`src/rtl/aes128_iter_enc.sv`:
```
// aes128_iter_enc: iterative AES-128 encryption core.
// - Takes a full 128-bit plaintext and key in one handshake and runs 10 rounds.
// - Round keys are expanded on the fly.
// - SubBytes is spread over LANES registered S-box lanes; the key schedule has 4 lanes of its own.
// - Optional feature: define AES128_ITER_ENC_ABORT_EN to add an 'abort' input.
//   Asserting abort during SUB or MIX cancels the block in flight.

// One registered S-box lane: the combinational S-box (multiplicative inverse
// in GF(2^8) followed by the affine map) feeding an output register with enable.
module aes128_iter_enc_sbox (
  input  logic       clock,
  input  logic       reset_n,
  input  logic       en,
  input  logic [7:0] din,
  output logic [7:0] dout
);
  logic [7:0] dout_q;
  logic [7:0] dout_d;

  function automatic logic [7:0] xtime(input logic [7:0] a);
    return {a[6:0], 1'b0} ^ (a[7] ? 8'h1b : 8'h00);
  endfunction

  function automatic logic [7:0] gmul(input logic [7:0] a, input logic [7:0] b);
    logic [7:0] p;
    logic [7:0] t;
    p = 8'h00;
    t = a;
    for (int i = 0; i < 8; i++) begin
      if (b[i]) p = p ^ t;
      t = xtime(t);
    end
    return p;
  endfunction

  // Inverse is x^254 = x^2 * x^4 * ... * x^128 (maps 0 to 0 naturally).
  function automatic logic [7:0] sbox(input logic [7:0] x);
    logic [7:0] r;
    logic [7:0] t;
    r = 8'h01;
    t = x;
    for (int i = 1; i < 8; i++) begin
      t = gmul(t, t);
      r = gmul(r, t);
    end
    return r ^ {r[6:0], r[7]} ^ {r[5:0], r[7:6]} ^ {r[4:0], r[7:5]} ^ {r[3:0], r[7:4]} ^ 8'h63;
  endfunction

  // Next output value: new S-box result when enabled, otherwise hold.
  always_comb begin
    dout_d = dout_q;
    if (en) dout_d = sbox(din);
  end

  // Output register.
  always_ff @(posedge clock or negedge reset_n) begin
    if (!reset_n) dout_q <= 8'h00;
    else          dout_q <= dout_d;
  end

  assign dout = dout_q;
endmodule

module aes128_iter_enc #(
  parameter int LANES = 1
) (
  input  logic         clock,
  input  logic         reset_n,
  input  logic         in_valid,
  output logic         in_ready,
  input  logic [127:0] plaintext,
  input  logic [127:0] key,
  output logic         out_valid,
  input  logic         out_ready,
  output logic [127:0] ciphertext,
  output logic         busy
`ifdef AES128_ITER_ENC_ABORT_EN
  ,
  input  logic         abort
`endif
);
  localparam int GROUPS = 16 / LANES;
  localparam int N = GROUPS + 1;
  localparam logic [4:0] SUB_LAST = 5'(N - 1);

  if (LANES != 1 && LANES != 2 && LANES != 4 && LANES != 8 && LANES != 16) begin : g_bad_lanes
    $error("aes128_iter_enc: LANES must be 1, 2, 4, 8 or 16");
  end

  typedef enum logic [1:0] {IDLE, SUB, MIX, DONE} fsm_t;

  fsm_t         fsm_q, fsm_d;
  logic [127:0] state_q, state_d;
  logic [127:0] rk_q, rk_d;
  logic [3:0]   round_q, round_d;
  logic [4:0]   sub_cnt_q, sub_cnt_d;
  logic         busy_q, busy_d;
  logic         in_ready_q, in_ready_d;
  logic         out_valid_q, out_valid_d;
  logic [127:0] ct_q, ct_d;

  // Byte i of a block (byte 0 in bits [127:120]).
  function automatic logic [7:0] get_b(input logic [127:0] s, input logic [3:0] i);
    return s[{~i, 3'b000} +: 8];
  endfunction

  function automatic logic [127:0] set_b(input logic [127:0] s, input logic [3:0] i,
                                         input logic [7:0] v);
    logic [127:0] o;
    o = s;
    o[{~i, 3'b000} +: 8] = v;
    return o;
  endfunction

  function automatic logic [7:0] xtime(input logic [7:0] a);
    return {a[6:0], 1'b0} ^ (a[7] ? 8'h1b : 8'h00);
  endfunction

  // ShiftRows followed by MixColumns (MixColumns skipped in the final round).
  function automatic logic [127:0] shift_mix(input logic [127:0] s, input logic last);
    logic [127:0] o;
    logic [7:0]   a0, a1, a2, a3;
    o = '0;
    for (int c = 0; c < 4; c++) begin
      a0 = get_b(s, 4'(4 * c));
      a1 = get_b(s, 4'(4 * ((c + 1) % 4) + 1));
      a2 = get_b(s, 4'(4 * ((c + 2) % 4) + 2));
      a3 = get_b(s, 4'(4 * ((c + 3) % 4) + 3));
      if (last) begin
        o = set_b(o, 4'(4 * c),     a0);
        o = set_b(o, 4'(4 * c + 1), a1);
        o = set_b(o, 4'(4 * c + 2), a2);
        o = set_b(o, 4'(4 * c + 3), a3);
      end else begin
        o = set_b(o, 4'(4 * c),     xtime(a0) ^ xtime(a1) ^ a1 ^ a2 ^ a3);
        o = set_b(o, 4'(4 * c + 1), a0 ^ xtime(a1) ^ xtime(a2) ^ a2 ^ a3);
        o = set_b(o, 4'(4 * c + 2), a0 ^ a1 ^ xtime(a2) ^ xtime(a3) ^ a3);
        o = set_b(o, 4'(4 * c + 3), xtime(a0) ^ a0 ^ a1 ^ a2 ^ xtime(a3));
      end
    end
    return o;
  endfunction

  function automatic logic [7:0] rcon(input logic [3:0] r);
    case (r)
      4'd1:    return 8'h01;
      4'd2:    return 8'h02;
      4'd3:    return 8'h04;
      4'd4:    return 8'h08;
      4'd5:    return 8'h10;
      4'd6:    return 8'h20;
      4'd7:    return 8'h40;
      4'd8:    return 8'h80;
      4'd9:    return 8'h1b;
      4'd10:   return 8'h36;
      default: return 8'h00;
    endcase
  endfunction

  // sw is SubWord(RotWord(w3)) captured by the key lanes in SUB cycle 0.
  function automatic logic [127:0] next_rk(input logic [127:0] rk, input logic [31:0] sw,
                                           input logic [7:0] rc);
    logic [31:0] w0, w1, w2, w3;
    w0 = rk[127:96] ^ sw ^ {rc, 24'h000000};
    w1 = rk[95:64] ^ w0;
    w2 = rk[63:32] ^ w1;
    w3 = rk[31:0]  ^ w2;
    return {w0, w1, w2, w3};
  endfunction

  // State S-box lanes: in SUB cycle i, lane l substitutes byte LANES*i + l.
  logic [7:0] lane_in  [LANES];
  logic [7:0] lane_out [LANES];
  logic       sub_en;
  assign sub_en = (fsm_q == SUB);

  for (genvar gi = 0; gi < LANES; gi++) begin : g_lane
    assign lane_in[gi] = get_b(state_q, 4'(int'(sub_cnt_q) * LANES + gi));
    aes128_iter_enc_sbox u_sbox (
      .clock   (clock),
      .reset_n (reset_n),
      .en      (sub_en),
      .din     (lane_in[gi]),
      .dout    (lane_out[gi])
    );
  end

  // Write-back view: byte b takes its lane result the cycle after its group was fed.
  logic [127:0] sub_state;
  for (genvar gi = 0; gi < 16; gi++) begin : g_wb
    assign sub_state[8 * (15 - gi) +: 8] = (sub_cnt_q == 5'(gi / LANES + 1)) ?
                                           lane_out[gi % LANES] : state_q[8 * (15 - gi) +: 8];
  end

  // Key-schedule lanes: load RotWord(w3) in SUB cycle 0, then hold until MIX.
  logic [31:0] rot_w3;
  logic [31:0] key_sw;
  logic        key_en;
  assign rot_w3 = {rk_q[23:0], rk_q[31:24]};
  assign key_en = (fsm_q == SUB) && (sub_cnt_q == 5'd0);

  for (genvar gi = 0; gi < 4; gi++) begin : g_key_lane
    aes128_iter_enc_sbox u_sbox (
      .clock   (clock),
      .reset_n (reset_n),
      .en      (key_en),
      .din     (rot_w3[8 * (3 - gi) +: 8]),
      .dout    (key_sw[8 * (3 - gi) +: 8])
    );
  end

  logic [127:0] rk_next;
  logic         accept;
  assign rk_next = next_rk(rk_q, key_sw, rcon(round_q));
  assign accept  = (fsm_q == IDLE) && in_valid && in_ready_q;

  // Next-state and datapath control; in_ready is delayed one cycle after leaving DONE.
  always_comb begin
    fsm_d       = fsm_q;
    state_d     = state_q;
    rk_d        = rk_q;
    round_d     = round_q;
    sub_cnt_d   = sub_cnt_q;
    busy_d      = busy_q;
    out_valid_d = out_valid_q;
    ct_d        = ct_q;
    in_ready_d  = (fsm_q == IDLE) && !accept;
    case (fsm_q)
      IDLE: begin
        if (accept) begin
          state_d   = plaintext ^ key;
          rk_d      = key;
          round_d   = 4'd1;
          sub_cnt_d = 5'd0;
          busy_d    = 1'b1;
          fsm_d     = SUB;
        end
      end
      SUB: begin
        state_d = sub_state;
        if (sub_cnt_q == SUB_LAST) begin
          sub_cnt_d = 5'd0;
          fsm_d     = MIX;
        end else begin
          sub_cnt_d = sub_cnt_q + 5'd1;
        end
      end
      MIX: begin
        state_d = shift_mix(state_q, round_q == 4'd10) ^ rk_next;
        rk_d    = rk_next;
        if (round_q == 4'd10) begin
          fsm_d = DONE;
        end else begin
          round_d = round_q + 4'd1;
          fsm_d   = SUB;
        end
      end
      DONE: begin
        if (!out_valid_q) begin
          out_valid_d = 1'b1;
          ct_d        = state_q;
        end else if (out_ready) begin
          out_valid_d = 1'b0;
          busy_d      = 1'b0;
          round_d     = 4'd0;
          fsm_d       = IDLE;
        end
      end
      default: fsm_d = IDLE;
    endcase
`ifdef AES128_ITER_ENC_ABORT_EN
    if (abort && (fsm_q == SUB || fsm_q == MIX)) begin
      fsm_d     = IDLE;
      state_d   = '0;
      rk_d      = '0;
      round_d   = 4'd0;
      sub_cnt_d = 5'd0;
      busy_d    = 1'b0;
    end
`endif
  end

  // State registers, all cleared by the asynchronous reset.
  always_ff @(posedge clock or negedge reset_n) begin
    if (!reset_n) begin
      fsm_q       <= IDLE;
      state_q     <= '0;
      rk_q        <= '0;
      round_q     <= 4'd0;
      sub_cnt_q   <= 5'd0;
      busy_q      <= 1'b0;
      in_ready_q  <= 1'b0;
      out_valid_q <= 1'b0;
      ct_q        <= '0;
    end else begin
      fsm_q       <= fsm_d;
      state_q     <= state_d;
      rk_q        <= rk_d;
      round_q     <= round_d;
      sub_cnt_q   <= sub_cnt_d;
      busy_q      <= busy_d;
      in_ready_q  <= in_ready_d;
      out_valid_q <= out_valid_d;
      ct_q        <= ct_d;
    end
  end

  assign in_ready   = in_ready_q;
  assign out_valid  = out_valid_q;
  assign ciphertext = ct_q;
  assign busy       = busy_q;
endmodule
```
`config.mk`:
```
export PLATFORM = sky130hd
export DESIGN_NAME = aes128_iter_enc
export DESIGN_NICKNAME = d
export VERILOG_FILES = /design/src/rtl/aes128_iter_enc.sv
export SDC_FILE = /design/constraint.sdc
export NUM_CORES = 2
export LEC_CHECK = 0
export CAP_MARGIN = 20
export CORE_MARGIN = 2
export CORE_UTILIZATION = 54
export DETAILED_ROUTE_END_ITERATION = 8
export PLACE_DENSITY_LB_ADDON = 0.15
export SLEW_MARGIN = 20
export SYNTH_ARGS = -nofsm -noshare
export SYNTH_HDL_FRONTEND = slang
export SYNTH_SLANG_ARGS = --single-unit
```
`constraint.sdc`:
```
create_clock -name clock -period 20.4 [get_ports clock]
set_input_delay 4.08 -clock clock [delete_from_list [all_inputs] [get_ports clock]]
set_output_delay 4.08 -clock clock [all_outputs]
set_load 0.005 [all_outputs]
```
==> summary.txt <==
Routing
  • Vias per inst: 6.06
  • Final wirelength: 334000 um
  • Via count: 86100
  • Routed Antenna Nets: 0
  • WL per Instance: 23.5 um
  • Iter 0 DRT Violations: 9671
  • # DRC: 22
  • First drt pass iteration count: 9

Cells and area
  • Most common cell after layout, fill and taps aside: xnor2_1
  • Most frequent cells in the layout: xnor2_1, nor2_1, nand2_1, xor2_1, a21oi_1
  • Filler cells: 15500
  • Fin nets: 12300
  • Area grow syn2layout: 9.24%
  • Share of layout cells above drive strength 1: 0.0952

STA
  • Tcrit/Tclk final: 0.934
  • Actual slew at the worst max-slew pin: 1290 ps
  • Clock Skew: 33.3 ps
  • Final Max Tran Viols: 0
  • Final setup violation count: 0
  • Max Freq: 0.0525 GHz
  • Fin. Hold Viols: 0
  • Final Critical Period: 19050 ps
  • TNS Setup: 0 ps
  • Rel. slew slack: 0.131
  • Unrepaired setup endpoints after global routing: no

Yosys
  • Post-Synth Simple-Gate Area: 0.172
  • Syn nets: 12200
  • Combinational family with the most area after synthesis: XOR/XNOR gates
  • Seq/Total Area, Yosys: 0.120
  • Post-Syn Instances: 11900
  • Async SR Flop Fraction: 1.00
  • Post-Synth Adder-Cell Area: 0.00698
  • Synth Cell Area: 0.0910 sq mm
  • Syn_area_per_cell: 7.63 sq um
  • Synth unique cells: 130
  • Top FF cell, synth: dfrtp_1
  • Post-synthesis mux area share: 0.0685
  • Synth Warn #: 0
  • #FFs+latches synth: 438
  • Compound-cell area share of the yosys netlist: 0.149
  • Xor-xnor portion of the synthesized cell area: 0.439
  • Post-synth EDFFs: 0

GRT
  • Vias in the first global route: 80900
  • Initial antenna violation count: 48
  • Largest net degree at the start of global routing: 193
  • Grt ovf: 0
  • Global-route wire length before repair: 506000 um
  • Gr usage total: 0.373

Placement
  • Post-DP HPWL: 254000 um
  • GPL Wtd Cong: 1.09
  • PortBufs: 390

Floorplanning
  • Die area: 0.172 sq mm
  • Core Area: 0.167 sq mm
  • Die W: 415 um
  • Io pins: 391
  • Die height: 415 um
  • Row count: 150
  • Starting Density: 0.544

Job
  • Maxcap violations: 0

Worst setup path
  • Worst path most repeated cell: xnor2_1
  • CP Data Required Time: 20910 ps
  • Largest stage delay on the critical path: 1090 ps
  • CP max FO: 46
  • Slowest CP cell: dfrtp_2
  • Worst Setup Start Kind: register
  • Critical path arrival: 19560 ps
  • Setup CP Type: reg -> reg
  • Crit. End Element: register
  • Reg2Reg Depth: 57

Status
  • Violated checks: DRC
  • Outcome: finished with violations

CTS
  • TritonCTS clock tree: done
  • Clk_lat worst skew: 630 ps
  • PostCTS Resize Cnt: 0
  • CTS Buffer Depth: 3
  • H-tree levels: 2
  • Clk slew on worst S/H paths: 60 ps
  • Hold_buf cts: 0
  • Root Driver: clkbuf_16
  • TritonCTS Buffers: 51
  • # clock sinks: 438
  • Post-CTS repair timing setup buffer count: 0

Hold path
  • Hold Crit Class: reg -> reg
  • Hold-critical path depth: 1
-- per-layer routing --
metal	track usage	part of all wire
met5	0	0.00027
met2	0.582	0.44
met1	0.484	0.40
met4	0.219	0.071
met3	0.0634	0.089
-- cells in the mapped netlist, types with 34 or more instances --
cell         n  share of area
ha_1        50         0.0069
dfrtp_1    438           0.12
a211oi_1    61         0.0050
nand2b_1    88         0.0060
clkbuf_1   553          0.023
a31oi_1     66         0.0045
mux2_2     279          0.035
buf_2      150         0.0082
buf_4       39         0.0032
and3_1      43         0.0030
inv_1      108         0.0045
nor3_1     187          0.010
buf_1       57         0.0023
xor2_1     946          0.091
o21ai_1     66         0.0036
o21a_1      38         0.0031
o21ai_0    584          0.032
xnor2_2    126          0.023
o22ai_1    238          0.016
a22oi_1     68         0.0056
o211ai_1    51         0.0042
xnor2_1   2684           0.26
and2_1      50         0.0034
xor2_2      34         0.0061
mux2i_1    228          0.025
a21oi_1    724          0.040
nand2_1   1199          0.049
nand3_1    268          0.015
nor2_1    1576          0.065
nor2b_1    111         0.0076
xnor3_1    179          0.044
-- registers in the layout, summed over array words and instances, names as in the netlist --
| name | cells |
|---|---|
| sub_cnt_q | 5 |
| state_q | 128 |
| rk_q | 128 |
| fsm_q | 2 |
| out_valid | 1 |
| busy | 1 |
| round_q | 4 |
| ciphertext | 128 |
| g_key_lane.u_sbox.dout | 32 |
| g_lane.u_sbox.dout | 8 |
| in_ready | 1 |
-- worst paths after layout --
path / slack (ps) / end / from
setup / recovery: 1350 / g_lane[0].u_sbox.dout[2] / sub_cnt_q[1]
hold / removal: 500 / ciphertext[94] / ciphertext[94]
setup reg to reg: 1350 / g_lane[0].u_sbox.dout[2] / sub_cnt_q[1]
hold reg to reg: 500 / ciphertext[94] / ciphertext[94]
max in group asynchronous: 14390 / state_q[88] / reset_n
min in group asynchronous: 3570 / ciphertext[49] / reset_n
-- cells by family (layout without fill, tap and decap cells) --
group / Yosys count / in the layout
and+or+nand+nor: 3679 / 3679
AOI/OAI and AO/OA: 2238 / 2238
adders and majority gates: 51 / 51
other: 0 / 24
xor gates and xnor gates: 4030 / 4030
buffers and inverters: 956 / 1009
muxes: 545 / 545
DFF: 438 / 438
-- per-stage QoR --
stage | utilization | hold WS, ps | setup slack, ps | cell area (sq um) | std cells
3_5_place_dp | 0.583 | 493 | 1670 | 97600 | 14100
4_1_cts | 0.594 | 506 | 1600 | 99300 | 14200
5_1_grt | 0.595 | 512 | 133 | 99400 | 14200
3_3_place_gp | 0.583 | 485 | 1890 | 97500 | 14100
6_report | 0.595 | 502 | 1350 | 99500 | 14200
2_1_floorplan | - | 459 | 4490 | 91000 | 11900
-- critical path: cells and delay by family, from the launching register on --
family | cells | cell delay (ps)
compound gates | 14 | 4270
xor+xnor | 18 | 6250
fa+ha+maj | 3 | 1210
buf+inv | 3 | 560
flops | 1 | 1090
mux | 6 | 2200
simple gates | 13 | 3300
-- final cells by class --
class | count | area (sq um) | share of cell area
sequential | 438 | 11000 | 0.110
antenna | 24 | 60.1 | 0.000604
clock inverter | 26 | 319 | 0.00321
tap | 2204 | 2760 | 0.0277
timing repair buffer | 766 | 6750 | 0.0678
multi-input combinational | 10500 | 76600 | 0.770
inverter | 147 | 554 | 0.00557
clock buffer | 70 | 1460 | 0.0147
Power is left out: the tool's default activity adds up to more than one toggle a clock period on the data nets, which glitch-free logic cannot reach.
